==> src/rtl/modn_cascade_counter_if.sv <==
// rtl/modn_cascade_counter_if.sv - control, load and status bundle for the cascaded mod-N counter
interface modn_cascade_counter_if #(
    parameter int STAGES = 3,
    parameter int WIDTH  = 6
);
    logic                      EN;
    logic                      UP;
    logic                      LOAD;
    logic [STAGES*WIDTH-1:0]   Data;
    logic [STAGES*WIDTH-1:0]   Mode;
    logic [STAGES*WIDTH-1:0]   CNT;
    logic [STAGES-1:0]         Carry;
    logic                      Wrap;
    logic                      Err;

    modport master (
        output EN, UP, LOAD, Data, Mode,
        input  CNT, Carry, Wrap, Err
    );

    modport slave (
        input  EN, UP, LOAD, Data, Mode,
        output CNT, Carry, Wrap, Err
    );
endinterface

==> src/rtl/modn_cascade_counter.sv <==
// rtl/modn_cascade_counter.sv - chain of run-time modulus up/down counters with load, carry and wrap
module modn_cascade_counter #(
    parameter int STAGES = 3,
    parameter int WIDTH  = 6
) (
    input  logic                     Clk,
    input  logic                     RST,
    modn_cascade_counter_if.slave    bus
);
    typedef logic [WIDTH-1:0] val_t;

    localparam val_t ONE = val_t'(1);
    localparam val_t TWO = val_t'(2);

    val_t              cnt_q  [STAGES];
    val_t              emod   [STAGES];
    val_t              nxt    [STAGES];
    val_t              ld_val [STAGES];
    logic [STAGES-1:0] oor;
    logic [STAGES-1:0] term;
    logic [STAGES-1:0] adv;
    logic [STAGES-1:0] carry;
    logic [STAGES-1:0] ld_bad;
    logic              err_q;
    logic [STAGES*WIDTH-1:0] cnt_flat;

    // Wrap is decoded before the +/-1, so the arithmetic never leaves WIDTH bits.
    always_comb begin : decode
        logic run;
        run = bus.EN;
        for (int i = 0; i < STAGES; i++) begin
            emod[i]   = (bus.Mode[i*WIDTH +: WIDTH] < TWO) ? ONE : bus.Mode[i*WIDTH +: WIDTH];
            oor[i]    = (cnt_q[i] >= emod[i]);
            term[i]   = !oor[i] && (cnt_q[i] == (bus.UP ? (emod[i] - ONE) : '0));
            adv[i]    = run;
            carry[i]  = run & term[i];
            run       = carry[i];
            ld_val[i] = bus.Data[i*WIDTH +: WIDTH];
            ld_bad[i] = (ld_val[i] >= emod[i]);
            nxt[i]    = cnt_q[i];
            if (oor[i]) begin
                nxt[i] = '0;
            end else if (adv[i]) begin
                if (term[i]) begin
                    nxt[i] = bus.UP ? '0 : (emod[i] - ONE);
                end else begin
                    nxt[i] = bus.UP ? (cnt_q[i] + ONE) : (cnt_q[i] - ONE);
                end
            end
        end
    end

    always_ff @(posedge Clk) begin
        if (!RST) begin
            for (int i = 0; i < STAGES; i++) begin
                cnt_q[i] <= '0;
            end
            err_q <= 1'b0;
        end else if (bus.LOAD) begin
            for (int i = 0; i < STAGES; i++) begin
                cnt_q[i] <= ld_bad[i] ? '0 : ld_val[i];
            end
            err_q <= |ld_bad;
        end else begin
            for (int i = 0; i < STAGES; i++) begin
                cnt_q[i] <= nxt[i];
            end
        end
    end

    always_comb begin
        cnt_flat = '0;
        for (int i = 0; i < STAGES; i++) begin
            cnt_flat[i*WIDTH +: WIDTH] = cnt_q[i];
        end
    end

    assign bus.CNT   = cnt_flat;
    assign bus.Carry = carry;
    assign bus.Wrap  = carry[STAGES-1];
    assign bus.Err   = err_q;
endmodule

==> src/flat_wrapper.sv <==
// flat-port wrapper written by rule: the top's interface ports become plain ports
module modn_cascade_counter_flat 
#(
    parameter int STAGES = 3,
    parameter int WIDTH  = 6
)
  (Clk, RST, bus_EN, bus_UP, bus_LOAD, bus_Data, bus_Mode, bus_CNT, bus_Carry, bus_Wrap, bus_Err);
  modn_cascade_counter_if #(.STAGES(STAGES), .WIDTH(WIDTH)) bus_i ();
  input  logic Clk;
  input  logic RST;
  input wire logic [$bits(bus_i.EN)-1:0] bus_EN;
  input wire logic [$bits(bus_i.UP)-1:0] bus_UP;
  input wire logic [$bits(bus_i.LOAD)-1:0] bus_LOAD;
  input wire logic [$bits(bus_i.Data)-1:0] bus_Data;
  input wire logic [$bits(bus_i.Mode)-1:0] bus_Mode;
  output wire logic [$bits(bus_i.CNT)-1:0] bus_CNT;
  output wire logic [$bits(bus_i.Carry)-1:0] bus_Carry;
  output wire logic [$bits(bus_i.Wrap)-1:0] bus_Wrap;
  output wire logic [$bits(bus_i.Err)-1:0] bus_Err;
  assign bus_i.EN = bus_EN;
  assign bus_i.UP = bus_UP;
  assign bus_i.LOAD = bus_LOAD;
  assign bus_i.Data = bus_Data;
  assign bus_i.Mode = bus_Mode;
  assign bus_CNT = bus_i.CNT;
  assign bus_Carry = bus_i.Carry;
  assign bus_Wrap = bus_i.Wrap;
  assign bus_Err = bus_i.Err;
  modn_cascade_counter #(.STAGES(STAGES), .WIDTH(WIDTH)) u_core (.Clk(Clk), .RST(RST), .bus(bus_i));
endmodule
==> config.mk <==
export PLATFORM = sky130hd
export DESIGN_NAME = modn_cascade_counter_flat
export DESIGN_NICKNAME = d
export VERILOG_FILES = /design/src/rtl/modn_cascade_counter_if.sv /design/src/rtl/modn_cascade_counter.sv /design/src/flat_wrapper.sv
export SDC_FILE = /design/constraint.sdc
export NUM_CORES = 1
export LEC_CHECK = 0
export ABC_CLOCK_PERIOD_IN_PS = 5100
export CAP_MARGIN = 20
export CORE_MARGIN = 8
export CORE_UTILIZATION = 54
export CTS_CLUSTER_SIZE = 16
export DETAILED_ROUTE_END_ITERATION = 8
export PLACE_DENSITY = 0.91
export SKIP_LAST_GASP = 1
export SLEW_MARGIN = 20
export SYNTH_ARGS = -nofsm -noshare
export SYNTH_HDL_FRONTEND = slang
export SYNTH_SLANG_ARGS = --single-unit
==> constraint.sdc <==
create_clock -name Clk -period 5.1 [get_ports Clk]
set_input_delay 0.51 -clock Clk [delete_from_list [all_inputs] [get_ports Clk]]
set_output_delay 0.51 -clock Clk [all_outputs]
set_load 0.005 [all_outputs]
==> metrics.md, run 1 <==
| Metric | Value |
|---|---|
| TritonRoute pass-1 iters | 4 |
| Kind of end point of the critical path | primary output |
| Register area | 561 µm² |
| Root buffer cell | clkbuf_8 |
| Setup TNS | 0 ps |
| Worst-margin pin slew | 782 ps |
| Drc violations | 0 |
| Area occupied by multi-input gates | 2570 µm² |
| Worst EP arrival | 4370 ps |
| Area share of the largest cell type after synthesis | 19.3% |
| PwrDens | approximately 290 nW/µm² |
| Vias | 3,158 |
| Core Area | 5920 µm² |
| Largest net degree at the start of global routing | 36 |
| H-tree Lvls | 1 |
| Diodes inserted | 0 |
| Commonest cells post-synth | ha_1 (51), inv_1 (35), nor2_1 (30), a21oi_1 (25), xnor2_1 (22) |
| Initial Util | 55.8% |
| Die W | 94.2 µm |
| Hold Crit Start | u_core.bus.Err$_SDFFE_PN0P_ |
| Net Count, Synth | between 400 and 500 |
| Reg clk slew, reported paths | 80 ps |
| Number of synthesized flops with an enable pin | 18 |
| Top-count cell post-synth | ha_1 |
| Final period utilization | between 90% and 100% |
| GR Util All Layers | 20.9% |
| Leakage | 1.82 nW |
| First-pass GRT wire length | around 15,000 µm |
| Endpoints failing setup | 0 |
| Synth-to-Final Area Change | 23.4% |
| Hold Fails Final Rpt | 0 |
| Seq cells post-synth | 19 |
| Area leader, netlist | ha_1 |
| # fillers | 468 |
| # hold bufs at CTS | 0 |
| Hold Crit Class | reg -> reg |
| Grt ovf | 0 |
| Post-Place Cells | 505 |
| DIE AREA | between 8000 and 9000 µm² |
| Gp weighted congestion | just over 0.9 |
| Async SR Flop Fraction | 0% |
| First DRT Iteration DRCs | 134 |
| Critical path class | in -> out |
| DRT Wirelength | 9210 µm |
| Vias in the first global route | 3,226 |
| Mean area per synthesized cell | 8.96 µm² |
| CP startpoint | bus_Mode[4] |
| Cell variety after synth | a little under 70 |
| Crit Reg-Reg Startpoint | u_core.cnt_q[0][6]$_DFFE_PP_ |
| Final Skew | between 4 and 5 ps |
| Outcome | finished, final reports clean |
| Max-slew violation count | 0 |
| Max Clk Rate | 205 MHz |
| CTS tree | done |
| Slew headroom | 47.5% |
| Net count, final | 531 |
| CP Launch Type | input pin |
| Share of cells above drive strength 1 | just over 8% |
| RSZ-0062 raised after global routing | false |
| Post-Synthesis Cells | 369 |
| Tmin final | approximately 5000 ps |
| Non-Filler Instances | 510 |
| Clock Sink Count | 19 |
| Via/cell ratio | 6.19 |
| VDD IR-drop max | 0.227 mV |
| Critical Path RT | between 4000 and 5000 ps |
| Synth warn | 0 |
| Die H | ~94 µm |
| Wire per inst | 18.0 µm |
| Post-synthesis sequential area ratio | 17.0% |
| Max Cap Violations | 0 |
| DRT antenna net count | 0 |
| Predominant post-synthesis flop cell | edfxtp_1 |
| Num CTS Buffers | 3 |
| Worst-Skew Late Latency | ~270 ps |
| CP Max Fanout | 5 |
| Initial antenna violation count | 0 |
| Synth area leaders | ha_1 (19%), edfxtp_1 (16%), xnor2_1 (5.8%), inv_1 (4.0%), a21oi_1 (3.8%) |
| Largest buffer count on any clock path | 2 |
| I/O Buffers | 63 |
| Setup WS pre-CTS | 73.0 ps |
| DP Wirelength | approximately 7400 µm |
| Final worst slack | 218 ps |
| Num rows | 28 |
| Post-Syn Area | 3310 µm² |
| I/O pins | 64 |
-- cell families (layout without fill, tap and decap cells) --
family          count (synthesis)  count (layout)  synth area share (%)
buf+inv                        43             109                  5.49
mux                            16              16                  5.45
compound gates                106             106                  23.7
xor+xnor                       30              30                  9.69
flops                          19              19                  17.0
simple gates                  101             101                  17.6
fa+ha+maj                      54              54                  21.1
-- layer usage --
metal | vias up | wire length, µm | share of wire [%] | GRT usage [%]
li1 | 1514 | - | - | -
met1 | 1487 | 3770 | 41 | 24.4
met2 | 136 | 4630 | 50 | 36.7
met3 | 21 | 581 | 6.3 | 3.68
met4 | 0 | 221 | 2.4 | 8.59
met5 | - | 0 | 0 | 0
-- stage by stage --
stage	utilization, %	power [mW]	hold slack [ps]	cell area [µm²]
floorplan	-	0.796	525	3310
global placement	67.9	1.01	528	4020
detailed placement	67.9	1.05	542	4020
CTS	68.7	1.17	556	4070
global route	68.9	1.27	584	4080
finish	68.9	1.18	553	4080
-- cells in the final DEF (no fill, tap or decap), types with 4 or more instances in the layout --
cell type and instances:
clkdlybuf4s50_1 63, ha_1 51, inv_1 35, nor2_1 30, a21oi_1 25, xnor2_1 22, edfxtp_1 18, a21o_1 16
nand2_1 15, nand2b_1 9, o21ai_0 9, mux2i_1 9, a22o_1 8, o21bai_1 7, o2bb2ai_1 6, buf_4 6
nor3_1 5, nand3_1 5, nor3b_1 4, xor2_1 4, nand3b_1 4, o32ai_1 4, nor2b_1 4, or2_2 4
-- power by group --
| group | internal (mW) | switching (mW) | total (mW) |
|---|---|---|---|
| Clock | 0.0546 | 0.0579 | 0.113 |
| Combinational | 0.398 | 0.359 | 0.757 |
| Sequential | 0.227 | 0.0804 | 0.307 |
| Total | 0.680 | 0.498 | 1.18 |
-- critical path, stage by stage --
cell	delay (ps)
clkdlybuf4s50_1	480
or4_4	600
nor2_1	120
nor2_1	80
ha_1	240
xor3_1	360
o32a_1	290
o32a_1	210
nor4_4	400
nand2_4	90
nor3_2	210
and4b_1	250
clkdlybuf4s50_1	510
-- flip-flops by register name, indices dropped and copies added (netlist names) --
name / count
u_core.cnt_q: 18
u_core.bus.Err: 1
-- path summary, 6_finish.rpt --
check / to / slack [ps] / cells past startpoint
setup / recovery: bus_Carry[2] / 220 / 13
setup reg to reg: u_core.cnt_q[0][16]$_DFFE_PP_ / 1890 / 9
hold reg to reg: u_core.bus.Err$_SDFFE_PN0P_ / 550 / 2
hold / removal: u_core.bus.Err$_SDFFE_PN0P_ / 550 / 2
-- cell type report --
cell class,instances,area share [%]
timing repair buffer,69,16.6
sequential,19,13.7
tap,75,2.30
multi-input combinational,307,62.9
inverter,36,3.31
clock inverter,1,0.123
clock buffer,3,1.01
-- repair_timing --
action / CTS / global route
setup endpoints to repair: 0 / 2
resized for setup: 0 / 1
setup buffers: 0 / 1
Note: power is estimated with default switching activity, not from simulation.
==> run 2, diff against run 1 <==
CAP_MARGIN = 25   (was 20)
GPL_TIMING_DRIVEN = 0   (was not set)
==> run 2 against run 1 <==
Clock power hardly changed; clock skew rose by 2.7 ps; fmax is 1.9% lower; combinational power up 2.6%; design area rose by 1.4%; cell count grew 1.6%; first-iteration DRC count grew 57%; largest cell class unchanged.
==> metrics.md, run 2 (synthesis results as in run 1) <==
| Metric | Value |
|---|---|
| Reg power frac | 25.7% (was 26.1%) |
| CTS tree | done (unchanged) |
| Max-slew violation count | 0 (unchanged) |
| VDD IR-drop max | 0.183 mV (was 0.227 mV) |
| Hold Crit Start | u_core.bus.Err$_SDFFE_PN0P_ (unchanged) |
| Diodes inserted | 0 (unchanged) |
| First DRT Iteration DRCs | 210 (was 134) |
| Wire per inst | 18.8 µm (was 18.0 µm) |
| Core Area | 5920 µm² (unchanged) |
| Leakage | 1.85 nW (was 1.82 nW) |
| Critical path class | in -> out (unchanged) |
| GR peak layer | met2 (unchanged) |
| Clock Sink Count | 19 (unchanged) |
| Worst EP arrival | 4470 ps (was 4370 ps) |
| Crit Reg-Reg Startpoint | u_core.cnt_q[0][6]$_DFFE_PP_ (unchanged) |
| Tmin final | 4980 ps (was 4880 ps) |
| # fillers | 440 (was 468) |
| Switch share | 42.8% (was 42.3%) |
| Drc violations | 0 (unchanged) |
| Reg with most FFs | u_core.cnt_q (unchanged) |
| Worst-Skew Late Latency | 270 ps (about the same) |
| R2r setup slk | 1750 ps (was 1890 ps) |
| Die W | 94.2 µm (unchanged) |
| First-pass GRT wire length | 15,400 µm (was 15,200 µm) |
| Critical Path RT | 4590 ps (about the same) |
| Num rows | 28 (unchanged) |
| Worst path cell trace | clkdlybuf4s50_1 -> or4_4 -> nor2_1 -> nor2_1 -> ha_1 -> xor3_1 -> o32a_1 -> o32a_1 -> nor4_4 -> nand2_4 -> nor3_4 -> and4b_1 -> buf_4 -> clkdlybuf4s50_1 (was clkdlybuf4s50_1 -> or4_4 -> nor2_1 -> nor2_1 -> ha_1 -> xor3_1 -> o32a_1 -> o32a_1 -> nor4_4 -> nand2_4 -> nor3_2 -> and4b_1 -> clkdlybuf4s50_1) |
| Post-Place Cells | 506 (was 505) |
| I/O Buffers | 62 (was 63) |
| H-tree Lvls | 1 (unchanged) |
| Met3 Use GR | 2.32% (was 3.68%) |
| CP Max Fanout | 5 (unchanged) |
| Outcome | finished, final reports clean (unchanged) |
| Max reg flops | 18 (unchanged) |
| Endpoints failing setup | 0 (unchanged) |
| Non-Filler Instances | 518 (was 510) |
| Net count, final | 539 (was 531) |
| Internal power | 0.687 mW (was 0.680 mW) |
| Part of the power in the clock network | 9.7% (was 9.6%) |
| Share of cells above drive strength 1 | 9.26% (was 8.05%) |
| DRT antenna net count | 0 (unchanged) |
| Kind of end point of the critical path | primary output (unchanged) |
| Via/cell ratio | 6.26 (was 6.19) |
| DP Wirelength | 7650 µm (was 7420 µm) |
| Most common cell after layout, fill and taps aside | clkdlybuf4s50_1 (unchanged) |
| Slew headroom | 31.6% (was 47.5%) |
| Worst-margin pin slew | 1030 ps (was 782 ps) |
| Final Skew | 7.72 ps (was 5.00 ps) |
| Comb pwr share | 64.7% (was 64.3%) |
| Met2 usage | 38.5% (was 36.7%) |
| Vias in the first global route | 3,297 (was 3,226) |
| Synth-to-Final Area Change | 25.1% (was 23.4%) |
| Grt ovf | 0 (unchanged) |
| Hold Fails Final Rpt | 0 (unchanged) |
| Min-Delay Path Depth | 2 (unchanged) |
| Hold Crit Class | reg -> reg (unchanged) |
| Reg clk slew, reported paths | 90 ps (was 80 ps) |
| GR Util All Layers | 21.2% (was 20.9%) |
| Initial Util | 55.8% (unchanged) |
| Overall Power | 1.20 mW (was 1.18 mW) |
| CP max stage cell | or4_4 (unchanged) |
| Initial antenna violation count | 0 (unchanged) |
| Largest buffer count on any clock path | 2 (unchanged) |
| R2r worst-path depth | 9 (unchanged) |
| Root buffer cell | clkbuf_8 (unchanged) |
| Hold Path Sink | u_core.bus.Err$_SDFFE_PN0P_ (unchanged) |
| Gp weighted congestion | 0.903 (was 0.906) |
| DRT Wirelength | 9740 µm (was 9210 µm) |
| Die H | 94.2 µm (unchanged) |
| Met1 usage | 25.0% (was 24.4%) |
| CP Launch Type | input pin (unchanged) |
| Max Clk Rate | 201 MHz (was 205 MHz) |
| Vias | 3,243 (was 3,158) |
| I/O pins | 64 (unchanged) |
| Num CTS Buffers | 3 (unchanged) |
| Max Cap Violations | 0 (unchanged) |
| Final period utilization | 97.6% (was 95.7%) |
| DIE AREA | 8880 µm² (unchanged) |
| Largest net degree at the start of global routing | 22 (was 36) |
| Commonest cells after routing, fill and taps aside | clkdlybuf4s50_1 (61), ha_1 (51), inv_1 (35), nor2_1 (30), a21oi_1 (25) (was clkdlybuf4s50_1 (63), ha_1 (51), inv_1 (35), nor2_1 (30), a21oi_1 (25)) |
| Critical Path Max Stage Delay | 610 ps (was 600 ps) |
| TritonRoute pass-1 iters | 5 (was 4) |
| PwrDens | 290 nW/µm² (was 289 nW/µm²) |
| Switching power | 0.514 mW (was 0.498 mW) |
| Reg-to-Reg End | u_core.cnt_q[0][13]$_DFFE_PP_ (was u_core.cnt_q[0][16]$_DFFE_PP_) |
[run 2: cell types whose count changed in the layout (fill, tap and decap cells not counted), moves of 2 or more]
| cell | delta |
|---|---|
| buf_6 | +2 |
| clkbuf_1 | +2 |
| buf_4 | +3 |
| clkdlybuf4s50_1 | -2 |
[run 2: worst max-delay path: cells and delay by family]
family | cells | cell delay, ps
XOR/XNOR | 1 | 360
AND/OR/NAND/NOR | 7 | 1720
AO/OA/AOI/OAI | 2 | 510
adder cells (fa/ha/maj) | 1 | 250
buffers and inverters | 3 | 1110
[run 2: how the worst max path moves through the flow]
stage                         endpoint         start  slack [ps]
after global placement    bus_Carry[2]   bus_Mode[2]        -180
after floorplan           bus_Carry[2]   bus_Mode[4]        1100
after CTS                 bus_Carry[2]   bus_Mode[4]          50
final                     bus_Carry[2]   bus_Mode[4]         120
after global routing      bus_Carry[1]  bus_Mode[11]          -1
after detailed placement  bus_Carry[2]   bus_Mode[2]        -260
[run 2: timing repair]
action	in CTS	in global routing
endpoints found under the hold margin	0	0
pin swaps	1	3
setup buffers	1	7
endpoints found under the setup margin	2	2
resized for setup	3	0
hold buffers	0	0
[run 2: metrics by stage]
| stage | hold slack (ps) | cell area, µm² | TNS (ps) | utilization [%] | worst slack, ps |
|---|---|---|---|---|---|
| 2_1_floorplan | 525 | 3310 | 0 | - | 1100 |
| 3_3_place_gp | 526 | 4020 | -279 | 67.9 | -182 |
| 3_5_place_dp | 545 | 4020 | -438 | 67.9 | -263 |
| 4_1_cts | 561 | 4080 | 0 | 68.9 | 51.1 |
| 5_1_grt | 602 | 4130 | -1.40 | 69.8 | -1.40 |
| 6_report | 563 | 4130 | 0 | 69.8 | 121 |
[run 2: routing by layer]
| layer | share of wire [%] | routed length, µm |
|---|---|---|
| met5 | 0 | 0 |
| met3 | 6.9 | 677 |
| met1 | 40 | 3870 |
| met2 | 51 | 4990 |
| met4 | 2.1 | 205 |
[run 2: layout make-up]
cell class / count / area (µm²) / share of cell area (%)
flip-flops and latches: 19 / 561 / 13.6
clock inverters: 1 / 5.00 / 0.121
repair buffers: 70 / 679 / 16.4
well taps: 75 / 93.8 / 2.27
clock buffers: 3 / 41.3 / 0.999
inverters: 36 / 135 / 3.27
multi-input cells: 307 / 2570 / 62.2
plain buffers: 7 / 46.3 / 1.12
[run 2: power by group through the flow]
stage / Clock, mW / Combinational (mW) / Sequential [mW]
final: 0.116 / 0.777 / 0.308
after global routing: 0.116 / 0.851 / 0.313
after CTS: 0.112 / 0.757 / 0.304
after detailed placement: 0 / 0.744 / 0.307
after global placement: 0 / 0.706 / 0.306
after floorplan: 0 / 0.507 / 0.289
==> run 3, diff against run 2 <==
ABC_CLOCK_PERIOD_IN_PS = 4300   (was 5100)
CORE_UTILIZATION = 49   (was 54)
GPL_TIMING_DRIVEN = 1   (was 0)
PLACE_DENSITY = 0.87   (was 0.91)
SLEW_MARGIN = 0   (was 20)
clock period = 4.3 ns   (was 5.1 ns; I/O delays follow)
==> run 3 against run 2 <==
Clock skew rose by 3.7 ps; clock power rose by 15%; sequential share of layout area is 0.52 points lower; routed wire length down 1.8%; count of clock-buffer cells in the layout unchanged; critical path depth unchanged; non-clock buffer count increased by 19; global-route usage fell by 1.3 points; via count grew 0.28%; total power increased by 19%; first-iteration DRC count decreased by 13%; worst setup slack better by 36 ps; highest routed layer unchanged.
==> metrics.md, run 3 (synthesis results as in run 1) <==
| Metric | Value |
|---|---|
| PwrDens | 333 nW/µm² (was 290 nW/µm²) |
| Max Clk Rate | 241 MHz |
| Leakage | 1.97 nW (was 1.85 nW) |
| Reg clk slew, reported paths | 90 ps (about the same) |
| Drc violations | 0 (unchanged) |
| Vias in the first global route | 3,434 (was 3,297) |
| Root buffer cell | clkbuf_8 (unchanged) |
| Setup TNS | 0 ps (unchanged) |
| Reg with most FFs | u_core.cnt_q (unchanged) |
| CP Max Fanout | 3 (was 5) |
| DP Area | 4220 µm² (was 4020 µm²) |
| Critical Path RT | 3870 ps (was 4590 ps) |
| DP Wirelength | 7820 µm (was 7650 µm) |
| Net count, final | 558 (was 539) |
| VDD IR-drop max | 0.215 mV (was 0.183 mV) |
| CP Launch Type | input pin (unchanged) |
| TritonRoute pass-1 iters | 4 (was 5) |
| # fillers | 550 (was 440) |
| Share of cells above drive strength 1 | 14.1% (was 9.26%) |
| Post-route cell area | 4300 µm² (was 4130 µm²) |
| CTS tree | done (unchanged) |
| Worst EP arrival | 3710 ps (was 4470 ps) |
| Max Cap Violations | 0 (unchanged) |
| Grt ovf | 0 (unchanged) |
| Initial antenna violation count | 0 (unchanged) |
| Synth-to-Final Area Change | 30.0% (was 25.1%) |
| # hold bufs at CTS | 0 (unchanged) |
| I/O pins | 64 (unchanged) |
| Kind of end point of the critical path | primary output (unchanged) |
| Overall Power | 1.43 mW (was 1.20 mW) |
| Outcome | finished, final reports clean (unchanged) |
| Wire per inst | 17.7 µm (was 18.8 µm) |
| H-tree Lvls | 1 (unchanged) |
| Vias | 3,252 (was 3,243) |
| Final period utilization | between 90% and 100% |
| Gp weighted congestion | 0.903 (about the same) |
| Area occupied by multi-input gates | 2590 µm² (was 2570 µm²) |
| DRT antenna net count | 0 (unchanged) |
| Largest buffer count on any clock path | 2 (unchanged) |
| Utilization after layout | 64.7% (was 69.8%) |
| Max-slew violation count | 0 (unchanged) |
| Die H | 98.1 µm (was 94.2 µm) |
| Critical path class | in -> out (unchanged) |
| RSZ-0062 raised after global routing | false |
| Hold Fails Final Rpt | 0 (unchanged) |
| Initial Util | 49.8% (was 55.8%) |
| Largest net degree at the start of global routing | 36 (was 22) |
| Clock Sink Count | 19 (unchanged) |
| Core Area | 6640 µm² (was 5920 µm²) |
| Hold Crit Class | reg -> reg (unchanged) |
| Worst-margin pin slew | 594 ps (was 1030 ps) |
| DIE AREA | 9630 µm² (was 8880 µm²) |
| Final Skew | 11.4 ps (was 7.72 ps) |
| I/O Buffers | 63 (was 62) |
| GR Util All Layers | 19.9% (was 21.2%) |
| Num CTS Buffers | 3 (unchanged) |
| Worst-Skew Late Latency | 270 ps (about the same) |
| DRT Wirelength | 9570 µm (was 9740 µm) |
| Commonest cells after routing, fill and taps aside | clkdlybuf4s50_1 (59), ha_1 (50), inv_1 (35), buf_4 (33), nor2_1 (29) (was clkdlybuf4s50_1 (61), ha_1 (51), inv_1 (35), nor2_1 (30), a21oi_1 (25)) |
| Tmin final | 4140 ps |
| Diodes inserted | 0 (unchanged) |
| Num rows | 30 (was 28) |
| First DRT Iteration DRCs | 183 (was 210) |
| Via/cell ratio | 6.00 (was 6.26) |
| Die W | 98.1 µm (was 94.2 µm) |
| Slew headroom | 60.1% (was 31.6%) |
| Register area | 561 µm² (unchanged) |
| First-pass GRT wire length | 16,100 µm (was 15,400 µm) |
| Most common cell after layout, fill and taps aside | clkdlybuf4s50_1 (unchanged) |
| Max reg flops | 18 (unchanged) |
| Endpoints failing setup | 0 (unchanged) |
[run 3: changes by cell type in the layout (fill, tap and decap cells not counted)]
| cell | previous run | this run |
|---|---|---|
| buf_1 | 1 | 0 |
| buf_4 | 9 | 33 |
| buf_6 | 2 | 0 |
| clkbuf_1 | 2 | 0 |
| clkdlybuf4s50_1 | 61 | 59 |
| dlygate4sd2_1 | 1 | 3 |
| ha_1 | 51 | 50 |
| ha_2 | 0 | 1 |
| nor2_1 | 30 | 29 |
| nor2_2 | 0 | 1 |
| nor4_2 | 2 | 1 |
| nor4_4 | 1 | 2 |
[run 3: timing repair]
| action | CTS | global route |
|---|---|---|
| resized for setup | 9 | 3 |
| setup buffers | 1 | 2 |
| pin swaps | 5 | 2 |
| endpoints found under the setup margin | 4 | 4 |
[run 3: final timing paths]
path / from / endpoint / slack, ps / cells after the start
worst max register to register: u_core.cnt_q[0][6]$_DFFE_PP_ / u_core.cnt_q[0][15]$_DFFE_PP_ / 1160 / 9
worst min-delay path: u_core.bus.Err$_SDFFE_PN0P_ / u_core.bus.Err$_SDFFE_PN0P_ / 550 / 2
worst max-delay path: bus_Mode[4] / bus_Carry[1] / 160 / 14
worst min register to register: u_core.bus.Err$_SDFFE_PN0P_ / u_core.bus.Err$_SDFFE_PN0P_ / 550 / 2
[run 3: worst max-delay path, stage by stage]
cell	delay, ps
clkdlybuf4s50_1	430
or4_4	550
nor2_2	110
nor2_1	60
ha_2	220
xor3_1	340
o32a_1	300
o32a_1	220
nor4_4	360
nand2_4	90
buf_4	150
buf_4	140
nor4_4	160
buf_2	160
[run 3: final cells by class]
cell class	count	share of cell area, %
clock inverters	1	0.116
repair buffers	96	20.2
clock buffers	3	0.961
inverters	36	3.14
flip-flops and latches	19	13.0
well taps	80	2.33
multi-input cells	307	60.2
[run 3: where the power goes]
| group | total (mW) | internal, mW | switching (mW) |
|---|---|---|---|
| Sequential | 0.369 | 0.269 | 0.100 |
| Clock | 0.133 | 0.0647 | 0.0683 |
| Combinational | 0.929 | 0.499 | 0.430 |
| Total | 1.43 | 0.833 | 0.598 |
[run 3: layer usage]
metal | up-vias | wire length [µm] | track usage (%)
met5 | - | 0 | 0
met1 | 1557 | 3960 | 22.1
met3 | 18 | 508 | 3.56
met2 | 114 | 4910 | 36.8
met4 | 0 | 192 | 6.97
li1 | 1563 | - | -
[run 3: through the flow]
stage / hold slack [ps] / cells / worst slack [ps]
2_1_floorplan: 519 / 369 / 457
3_5_place_dp: 540 / 535 / -290
5_1_grt: 657 / 542 / 0.618
4_1_cts: 546 / 540 / 26.3
6_report: 548 / 542 / 157
3_3_place_gp: 527 / 535 / -193
